===== src/rtl/reset_sequencer_pkg.sv =====
// Shared state encodings and default timing constants
// for the staged power-on / soft reset sequencer.
package reset_sequencer_pkg;

   typedef enum logic [2:0] {
      ST_HOLD = 3'd0,
      ST_POR  = 3'd1,
      ST_REL  = 3'd2,
      ST_RUN  = 3'd3,
      ST_SOFT = 3'd4
   } state_e;

   localparam int DEF_CNT_WIDTH   = 24;
   localparam int DEF_POR_CYCLES  = 32769;
   localparam int DEF_NUM_STAGES  = 4;
   localparam int DEF_STAGE_GAP   = 16;
   localparam int DEF_SOFT_CYCLES = 64;
   localparam int MAX_STAGES      = 8;

   function automatic bit fits_cnt(int value, int width);
      if (width >= 31) begin
         return 1'b1;
      end
      return value < (1 << width);
   endfunction

endpackage


===== src/rtl/reset_sequencer_sync_2ff.sv =====
// Two-flop synchroniser with asynchronous reset to a
// selectable value; also serves as a reset-deassert synchroniser.
module reset_sequencer_sync_2ff #(
   parameter logic RST_VAL = 1'b0
) (
   input  logic clk,
   input  logic rst_n,
   input  logic d,
   output logic q
);

   logic meta_d;
   logic meta_q;
   logic sync_d;
   logic sync_q;

   always_comb begin
      meta_d = d;
      sync_d = meta_q;
   end

   always_ff @(posedge clk or negedge rst_n) begin
      if (!rst_n) begin
         meta_q <= RST_VAL;
         sync_q <= RST_VAL;
      end else begin
         meta_q <= meta_d;
         sync_q <= sync_d;
      end
   end

   assign q = sync_q;

endmodule


===== src/rtl/reset_sequencer.sv =====
// Staged reset sequencer: waits for PLL lock plus a power-on
// delay, then releases the reset outputs one by one.
module reset_sequencer
   import reset_sequencer_pkg::*;
#(
   parameter int CNT_WIDTH   = DEF_CNT_WIDTH,
   parameter int POR_CYCLES  = DEF_POR_CYCLES,
   parameter int NUM_STAGES  = DEF_NUM_STAGES,
   parameter int STAGE_GAP   = DEF_STAGE_GAP,
   parameter int SOFT_CYCLES = DEF_SOFT_CYCLES
) (
   input  logic                  clock,
   input  logic                  reset_n,
   input  logic                  pll_locked,
   input  logic                  soft_reset_req,
   output logic [NUM_STAGES-1:0] reset_out,
   output logic                  busy,
   output logic                  ready
);

   if (NUM_STAGES < 1 || NUM_STAGES > MAX_STAGES) begin : g_bad_stages
      $error("reset_sequencer: NUM_STAGES must be 1..8");
   end
   if (POR_CYCLES < 1 || !fits_cnt(POR_CYCLES, CNT_WIDTH)) begin : g_bad_por
      $error("reset_sequencer: POR_CYCLES does not fit the counter");
   end
   if (STAGE_GAP < 1 || !fits_cnt(STAGE_GAP, CNT_WIDTH)) begin : g_bad_gap
      $error("reset_sequencer: STAGE_GAP does not fit the counter");
   end
   if (SOFT_CYCLES < 1 || !fits_cnt(SOFT_CYCLES, CNT_WIDTH)) begin : g_bad_soft
      $error("reset_sequencer: SOFT_CYCLES does not fit the counter");
   end

   localparam logic [CNT_WIDTH-1:0] POR_LAST  = CNT_WIDTH'(POR_CYCLES - 1);
   localparam logic [CNT_WIDTH-1:0] GAP_LAST  = CNT_WIDTH'(STAGE_GAP - 1);
   localparam logic [CNT_WIDTH-1:0] SOFT_LAST = CNT_WIDTH'(SOFT_CYCLES - 1);

   logic rst_int_n;
   logic lock_s;

   reset_sequencer_sync_2ff #(
      .RST_VAL(1'b0)
   ) u_rst_sync (
      .clk  (clock),
      .rst_n(reset_n),
      .d    (1'b1),
      .q    (rst_int_n)
   );

   // Lock is only trusted once the internal reset has been released.
   reset_sequencer_sync_2ff #(
      .RST_VAL(1'b0)
   ) u_lock_sync (
      .clk  (clock),
      .rst_n(rst_int_n),
      .d    (pll_locked),
      .q    (lock_s)
   );

   state_e                  state_d;
   state_e                  state_q;
   logic [CNT_WIDTH-1:0]    cnt_d;
   logic [CNT_WIDTH-1:0]    cnt_q;
   logic [CNT_WIDTH-1:0]    cnt_inc;
   logic [NUM_STAGES-1:0]   reset_out_d;
   logic [NUM_STAGES-1:0]   reset_out_q;
   logic [NUM_STAGES-1:0]   rel_next;
   logic                    busy_d;
   logic                    busy_q;
   logic                    ready_d;
   logic                    ready_q;
   logic                    por_done;
   logic                    gap_done;
   logic                    soft_done;
   logic                    last_stage;

   assign por_done   = (cnt_q == POR_LAST);
   assign gap_done   = (cnt_q == GAP_LAST);
   assign soft_done  = (cnt_q == SOFT_LAST);
   assign cnt_inc    = (&cnt_q) ? cnt_q : cnt_q + CNT_WIDTH'(1);
   // Releasing stages low-to-high is a shift toward the MSB.
   assign rel_next   = reset_out_q << 1;
   assign last_stage = (rel_next == '0);

   always_comb begin
      state_d = state_q;
      if (!lock_s) begin
         state_d = ST_HOLD;
      end else begin
         unique case (state_q)
            ST_HOLD: state_d = ST_POR;
            ST_POR: begin
               if (por_done) begin
                  state_d = ST_REL;
               end
            end
            ST_REL: begin
               if (gap_done && last_stage) begin
                  state_d = ST_RUN;
               end
            end
            ST_RUN: begin
               if (soft_reset_req) begin
                  state_d = ST_SOFT;
               end
            end
            ST_SOFT: begin
               if (soft_done) begin
                  state_d = ST_REL;
               end
            end
            default: state_d = ST_HOLD;
         endcase
      end
   end

   always_comb begin
      cnt_d       = '0;
      reset_out_d = reset_out_q;
      unique case (state_q)
         ST_POR, ST_SOFT: cnt_d = cnt_inc;
         ST_REL: begin
            if (gap_done) begin
               reset_out_d = rel_next;
            end else begin
               cnt_d = cnt_inc;
            end
         end
         ST_RUN:  reset_out_d = '0;
         default: reset_out_d = '1;
      endcase
      if (state_d != state_q) begin
         cnt_d = '0;
      end
      if (state_d == ST_HOLD || state_d == ST_SOFT) begin
         reset_out_d = '1;
      end
      busy_d  = |reset_out_d;
      // Rises one clock after RUN entry, falls on the exit edge.
      ready_d = (state_q == ST_RUN) && (state_d == ST_RUN);
   end

   always_ff @(posedge clock or negedge rst_int_n) begin
      if (!rst_int_n) begin
         state_q     <= ST_HOLD;
         cnt_q       <= '0;
         reset_out_q <= '1;
         busy_q      <= 1'b1;
         ready_q     <= 1'b0;
      end else begin
         state_q     <= state_d;
         cnt_q       <= cnt_d;
         reset_out_q <= reset_out_d;
         busy_q      <= busy_d;
         ready_q     <= ready_d;
      end
   end

   assign reset_out = reset_out_q;
   assign busy      = busy_q;
   assign ready     = ready_q;

endmodule


===== config.mk =====
export PLATFORM = sky130hd
export DESIGN_NAME = reset_sequencer
export DESIGN_NICKNAME = d
export VERILOG_FILES = /design/src/rtl/reset_sequencer_pkg.sv /design/src/rtl/reset_sequencer_sync_2ff.sv /design/src/rtl/reset_sequencer.sv
export SDC_FILE = /design/constraint.sdc
export NUM_CORES = 1
export LEC_CHECK = 0
export BUFFER_PORTS_ARGS = -buffer_cell sky130_fd_sc_hd__buf_2
export CAP_MARGIN = 20
export CORE_UTILIZATION = 35
export CTS_BUF_LIST = sky130_fd_sc_hd__clkbuf_4 sky130_fd_sc_hd__clkbuf_8
export CTS_CLUSTER_SIZE = 12
export DETAILED_ROUTE_END_ITERATION = 8
export GPL_ROUTABILITY_DRIVEN = 1
export SETUP_SLACK_MARGIN = 0.5
export SYNTH_ARGS = -nofsm -noshare
export SYNTH_HDL_FRONTEND = slang
export SYNTH_SLANG_ARGS = --single-unit

===== constraint.sdc =====
create_clock -name clock -period 1.56 [get_ports clock]
set_input_delay 0.234 -clock clock [delete_from_list [all_inputs] [get_ports clock]]
set_output_delay 0.234 -clock clock [all_outputs]
set_load 0.02 [all_outputs]

==> results.json, run 1 <==
{
  "outcome": "finished, violations left",
  "failed_checks": "negative setup slack",
  "cts-htree-levels": 2,
  "cts-buffers-inserted": 5,
  "final_standard_cell_count_with_taps_included_and_fillers_excluded": 387,
  "critPathSlowestCell": "sky130_fd_sc_hd__or4_4",
  "timing.hold.worst.class": "in2reg",
  "cts.sinks": 37,
  "yosysWarnings": 0,
  "detail_route.first_pass.iterations": 4,
  "critical-path-top-delay-family": "simple AND/OR/NAND/NOR gates",
  "placed_cells_incl_taps": 364,
  "totalWireLength_mm": 5.09,
  "critical_path.cell_chain": "or4_4 > nor3_4 > buf_6 > buf_6 > a211oi_2 > a211o_1 > o211ai_2 > buf_12 > nor2_1",
  "grt_max_degree": 36,
  "intPower_uw": 1390,
  "dieArea_um2": 6040,
  "count_of_unique_library_cells_instantiated_by_yosys": 47,
  "power.ir.vdd_worst_uv": 377,
  "dp_worst_setup_slack_ns": -0.672,
  "setup_ws_ns": -0.741,
  "netSwitchingPower_uw": 442,
  "placer_s_final_routability_congestion_estimate": 0.854,
  "fp.dieH_um": 77.7,
  "pin_count": 10,
  "cp.arrival_ns": 2.48,
  "syn_inst": 216,
  "p_per_area_nw_per_um2": 606,
  "chipWidth_um": 77.7,
  "setup_viol_count_final": 32,
  "ys_dominant_reg_cell": "sky130_fd_sc_hd__dfrtp_1",
  "remaining_drc_errors": 0,
  "critical-path-max-stage-delay_ns": 0.57,
  "final_nets": 320,
  "synthesis.area_per_instance_um2": 9.30,
  "avgViaCountPerCell": 4.97,
  "utilization_after_layout": 0.549,
  "placedInstanceArea_um2": 2700,
  "max_freq_mhz": 435,
  "global_route_wire_length_before_repair_mm": 8.66,
  "cts.root.buffer_cell": "sky130_fd_sc_hd__clkbuf_8",
  "detail_route.wl_per_cell_um": 13.2,
  "clock_insertion_delay_worst_skew_ns": 0.29,
  "critical_path.n_buffers_inverters": 3,
  "first_global_vias": 1946,
  "share_of_synthesized_area_occupied_by_flip_flops_and_latches": 0.464,
  "postSynth.asyncResetShare": 1.00,
  "start_kind": "flop",
  "min_period_over_period": 1.48,
  "crit_type": "reg2reg",
  "sw_frac_of_total": 0.242,
  "dr.max_layer_used": "met4",
  "start_util": 0.365,
  "rsz0062_at_grt": "true",
  "cts_tree": "done",
  "synth_enable_flop_cells": 0,
  "clock_power_share": 0.367,
  "residual_overflow_from_global_routing": 0,
  "via_count": 1923,
  "path_common_cell": "sky130_fd_sc_hd__buf_6",
  "row_count": 27,
  "detailroute.wirelength.met3_um": 173,
  "detailroute.wirelength.met2_mm": 2.66,
  "postLayoutCellArea_um2": 3020,
  "synth-seq-cells": 37,
  "path_clk_slew_ns": 0.07,
  "layout-area-overhead-vs-synth_pct": 50.5,
  "antenna_cells_inserted": 0,
  "cts-root-to-sink-buffers": 2,
  "detail_route.iter0.violations": 53,
  "fin_setup_tns_ns": -22.05,
  "dp.final_hpwl_mm": 3.63,
  "mappedNetlistNets": 222,
  "timing_max_transition_violations_final": 0,
  "finalCriticalPeriod_ns": 2.30,
  "end_kind": "flop",
  "comb_power_share": 0.094,
  "final_hold_viol_count": 0,
  "syn-cell-area_um2": 2010,
  "finalClockSkew_ns": 0.00708,
  "port_buffers": 9,
  "std_cell_core_area_um2": 5510,
  "wl_met1_mm": 2.17,
  "max_cap_viol_count": 0,
  "grt_usage": 0.185,
  "antenna_violating_nets_post_route": 0,
  "initial_antenna_violation_count": 0,
  "critical_path_peak_fanout": 14,
  "worstPathRequired_ns": 1.74,
  "p_leak_uw": 0.00134,
  "share_seq_of_total_power": 0.539,
  "drive_gt1_frac": 0.416
}
## repair_timing
action	in CTS	in global routing
endpoints found under the setup margin	37	37
pin swaps	6	6
setup buffers	6	8
resized for setup	24	9
hold buffers	1	0
hold endpoints to repair	2	0
cloned	0	0
## flip-flops by register name, summed over array words and instances, names as in the netlist
signal / count
cnt_q: 24
state_q: 3
u_rst_sync.meta_q: 1
u_lock_sync.meta_q: 1
ready: 1
reset_out: 4
u_rst_sync.q: 1
busy: 1
u_lock_sync.q: 1
## path summary, 6_finish.rpt
| kind | start | to | slack (ns) | depth (start not counted) |
|---|---|---|---|---|
| setup / recovery | cnt_q[4] | cnt_q[0] | -0.74 | 9 |
| hold / removal | pll_locked | u_lock_sync.meta_q | 0.04 | 1 |
| setup reg to reg | cnt_q[4] | cnt_q[0] | -0.74 | 9 |
| hold reg to reg | u_rst_sync.q | cnt_q[3] | 0.28 | 1 |
| max in group asynchronous | u_rst_sync.q | reset_out[0] | 0.93 | 1 |
| min in group asynchronous | reset_n | u_rst_sync.q | 0.25 | 2 |
## cell families after synthesis
group	Yosys count	synth area share
adder cells (fa/ha/maj)	2	0.0125
multiplexers	1	0.00498
XOR/XNOR	20	0.0872
flip-flops	37	0.464
buffers and inverters	16	0.0374
other	1	0.00187
AO/OA/AOI/OAI	30	0.109
AND/OR/NAND/NOR	109	0.283
## final cells by class
cell class	count	area [µm²]
repair buffers	97	790
multi-input cells	163	1080
clock buffers	6	76.3
clock inverters	2	10.0
well taps	72	90.1
flip-flops and latches	37	933
inverters	10	37.5
fillers	504	2480
## cells in the mapped netlist, types with 3 or more instances
library cell	n	area, µm²
sky130_fd_sc_hd__inv_1	10	37.5
sky130_fd_sc_hd__dfrtp_1	32	801
sky130_fd_sc_hd__clkbuf_1	4	15.0
sky130_fd_sc_hd__nand2b_1	4	25.0
sky130_fd_sc_hd__or3_1	3	18.8
sky130_fd_sc_hd__nand2_1	15	56.3
sky130_fd_sc_hd__o21ai_0	6	30.0
sky130_fd_sc_hd__a211oi_1	4	30.0
sky130_fd_sc_hd__nand3_1	8	40.0
sky130_fd_sc_hd__or4_1	3	22.5
sky130_fd_sc_hd__nand4_1	9	56.3
sky130_fd_sc_hd__nor2_1	40	150
sky130_fd_sc_hd__xnor2_1	11	96.3
sky130_fd_sc_hd__a21oi_1	5	25.0
sky130_fd_sc_hd__dfstp_2	5	131
sky130_fd_sc_hd__nor4_1	3	18.8
sky130_fd_sc_hd__nor3_1	8	40.0
sky130_fd_sc_hd__and3_1	3	18.8
sky130_fd_sc_hd__xor2_1	9	78.8
## placed cells by master (no fill, tap or decap), types with 4 or more instances in the layout
master	count
sky130_fd_sc_hd__dfstp_2	5
sky130_fd_sc_hd__clkbuf_8	5
sky130_fd_sc_hd__a21oi_1	5
sky130_fd_sc_hd__buf_6	15
sky130_fd_sc_hd__buf_4	76
sky130_fd_sc_hd__inv_1	10
sky130_fd_sc_hd__o21ai_0	5
sky130_fd_sc_hd__nor2_1	39
sky130_fd_sc_hd__or4_4	4
sky130_fd_sc_hd__nand2b_1	4
sky130_fd_sc_hd__buf_2	4
sky130_fd_sc_hd__xnor2_1	11
sky130_fd_sc_hd__nand3_1	8
sky130_fd_sc_hd__dfrtp_1	31
sky130_fd_sc_hd__nor3_1	8
sky130_fd_sc_hd__nand4_1	9
sky130_fd_sc_hd__nand2_1	14
sky130_fd_sc_hd__xor2_1	9
## power by group through the flow
stage	clock network (µW)	registers [µW]	logic, µW
after floorplan	0	1020	59.1
after global placement	0	1000	145
after detailed placement	0	1000	146
after CTS	698	986	164
after global routing	722	987	192
final	671	985	173
## metal layers
metal,GRT usage,vias to the layer above
met5,0,-
met3,0.0341,10
met2,0.327,40
li1,-,946
met4,0.0755,0
met1,0.218,927
## per-stage QoR
stage	hold WS (ns)	total power (µW)
2_1_floorplan	-0.0616	1080
3_3_place_gp	0.0208	1150
3_5_place_dp	0.0211	1150
4_1_cts	0.0322	1850
5_1_grt	0.0314	1900
6_report	0.0446	1830
Note: power is estimated with default switching activity, not from simulation.
==> run 2, diff against run 1 <==
--- a/config.mk
+++ b/config.mk
@@ -7,6 +7,7 @@
 export LEC_CHECK = 0
 export BUFFER_PORTS_ARGS = -buffer_cell sky130_fd_sc_hd__buf_2
 export CAP_MARGIN = 20
+export CORE_MARGIN = 1.5
 export CORE_UTILIZATION = 35
 export CTS_BUF_LIST = sky130_fd_sc_hd__clkbuf_4 sky130_fd_sc_hd__clkbuf_8
 export CTS_CLUSTER_SIZE = 12
@@ -16,3 +17,4 @@
 export SYNTH_ARGS = -nofsm -noshare
 export SYNTH_HDL_FRONTEND = slang
 export SYNTH_SLANG_ARGS = --single-unit
+export TNS_END_PERCENT = 50
==> run 2 against run 1 <==
The run still ends with negative setup slack left. Count of clock-buffer cells in the layout unchanged. Fmax increased by 0.44%. Final area decreased by 3.3%. Sequential power about the same. Critical endpoint is now cnt_q[8]. Core utilization decreased by 1.8 points. Critical path depth decreased by 1. Largest cell class unchanged. Non-clock buffer count decreased by 15. Register-to-register slack about the same. Highest routed layer unchanged. Sequential share of layout area increased by 1.0 points. Die area increased by 2.6%. Hold slack improved by 0.0067 ns.
==> results.json, run 2 (same netlist as run 1, synthesis figures left out) <==
{
  "dieArea_um2": 6200,
  "timing_max_transition_violations_final": 0,
  "grt_max_degree": 36,
  "layout_commonest_cell": "sky130_fd_sc_hd__buf_4",
  "finalPower_uw": 1830,
  "port_buffers": 9,
  "fp.dieH_um": 78.7,
  "worst_hold_startpoint": "pll_locked",
  "cts.root.buffer_cell": "sky130_fd_sc_hd__clkbuf_8",
  "setup.worst_path.start": "cnt_q[13]",
  "totalWireLength_mm": 4.81,
  "cts-buffers-inserted": 5,
  "power.ir.vdd_worst_uv": 397,
  "worst-r2r-setup-slack_ns": -0.73,
  "worstHoldPathCells": 1,
  "end_kind": "flop",
  "antenna_cells_inserted": 0,
  "grt.busiest_layer": "met2",
  "cts.sinks": 37,
  "pin_count": 10,
  "remaining_drc_errors": 0,
  "setup_ws_ns": -0.731,
  "dp.final_hpwl_mm": 3.51,
  "critPathSlowestCell": "sky130_fd_sc_hd__or4_4",
  "residual_overflow_from_global_routing": 0,
  "global_route.usage.met1": 0.211,
  "p_per_area_nw_per_um2": 625,
  "row_count": 27,
  "clock_power_share": 0.364,
  "worstRegToRegCells": 8,
  "cts_tree": "done",
  "setup_viol_count_final": 32,
  "final_nets": 305,
  "timing.hold.worst.class": "in2reg",
  "groute.layer.met2.usage": 0.276,
  "chipWidth_um": 78.7,
  "final_standard_cell_count_with_taps_included_and_fillers_excluded": 372,
  "crit_type": "reg2reg",
  "cts-htree-levels": 2,
  "layout.cells.most_common_list": "sky130_fd_sc_hd__buf_4 (65), sky130_fd_sc_hd__nor2_1 (33), sky130_fd_sc_hd__dfrtp_1 (32)",
  "placed_cells_incl_taps": 358,
  "global_route_wire_length_before_repair_mm": 8.00,
  "failed_checks": "negative setup slack",
  "finalClockSkew_ns": 0.00375,
  "critical_path.cell_chain": "or4_4 > nor4_4 > buf_4 > nand2_2 > a221o_1 > o211ai_4 > clkbuf_16 > a211oi_2",
  "share_seq_of_total_power": 0.539,
  "avgViaCountPerCell": 4.90,
  "first_global_vias": 1786,
  "detail_route.iter0.violations": 57,
  "max_freq_mhz": 436,
  "sw_frac_of_total": 0.241,
  "reg2reg_to": "cnt_q[8]",
  "outcome": "finished, violations left",
  "intPower_uw": 1390,
  "antenna_violating_nets_post_route": 0,
  "registers.top_by_ff_count": "cnt_q",
  "netSwitchingPower_uw": 440,
  "critical-path-max-stage-delay_ns": 0.58,
  "worstHoldEndpoint": "u_lock_sync.meta_q",
  "placer_s_final_routability_congestion_estimate": 0.883,
  "utilization_after_layout": 0.531,
  "comb_power_share": 0.097,
  "min_period_over_period": 1.47,
  "rsz0062_at_grt": "true",
  "met3_track_usage_gr": 0.0356,
  "largest_reg_flops": 24,
  "clock_insertion_delay_worst_skew_ns": 0.29,
  "start_util": 0.365,
  "worstPathRequired_ns": 1.72,
  "cp.arrival_ns": 2.45,
  "critical_path.reg2reg.startpoint": "cnt_q[13]",
  "cts-root-to-sink-buffers": 2,
  "final_hold_viol_count": 0,
  "via_count": 1823,
  "initial_antenna_violation_count": 0,
  "detail_route.wl_per_cell_um": 12.9,
  "max_cap_viol_count": 0,
  "drive_gt1_frac": 0.400,
  "grt_usage": 0.165,
  "detail_route.first_pass.iterations": 4,
  "layout-area-overhead-vs-synth_pct": 45.5,
  "std_cell_core_area_um2": 5510,
  "p_leak_uw": 0.00128,
  "start_kind": "flop",
  "critical_path_peak_fanout": 6,
  "path_clk_slew_ns": 0.07,
  "finalCriticalPeriod_ns": 2.29
}
[run 2: worst max path at each step]
stage               endpoint  slack [ns]
finish              cnt_q[8]       -0.73
global route        cnt_q[8]       -0.81
CTS                 cnt_q[8]       -0.68
detailed placement  cnt_q[3]       -0.67
global placement    cnt_q[8]       -0.64
floorplan           cnt_q[0]       -0.57
[run 2: final cells by class]
cell class | count | area [µm²]
Fill cell | 507 | 2580
Inverter | 10 | 37.5
Timing Repair Buffer | 82 | 682
Clock inverter | 2 | 10.0
Clock buffer | 6 | 76.3
Sequential cell | 37 | 932
Multi-Input combinational cell | 163 | 1090
Tap cell | 72 | 90.1
[run 2: per-layer routing]
layer	routed length (µm)	up-vias	share of wire
li1	-	923	-
met1	2330	866	0.48
met2	2310	28	0.48
met3	118	6	0.025
met4	53	0	0.011
met5	0	-	0
[run 2: worst max-delay path: cells and delay by family (launching register included)]
family	cells	cell delay, ns
AOI/OAI and AO/OA	3	0.61
buffers and inverters	2	0.40
DFF	1	0.38
and+or+nand+nor	3	0.78
[run 2: power groups by stage]
stage | clock, µW | combinational, µW | sequential, µW
floorplan | 0 | 59.1 | 1020
global placement | 0 | 141 | 1000
detailed placement | 0 | 141 | 1000
CTS | 690 | 155 | 985
global route | 735 | 196 | 986
finish | 665 | 177 | 985
[run 2: repair_timing]
action	4_1_cts	5_1_grt
hold buffers	1	0
buffers inserted	1	2
endpoints found under the hold margin	2	0
resized for setup	16	16
pin swaps	0	3
gates cloned	0	2
endpoints found under the setup margin	37	39
[run 2: through the flow]
stage               instance area, µm²  worst slack (ns)  TNS (ns)  hold WS [ns]
floorplan                         2040            -0.571    -15.75       -0.0616
global placement                  2650            -0.644    -18.85        0.0212
detailed placement                2650            -0.667    -19.28        0.0224
CTS                               2810            -0.679    -19.80        0.0422
global route                      2920            -0.809    -23.05        0.0358
finish                            2920            -0.731    -20.52        0.0514
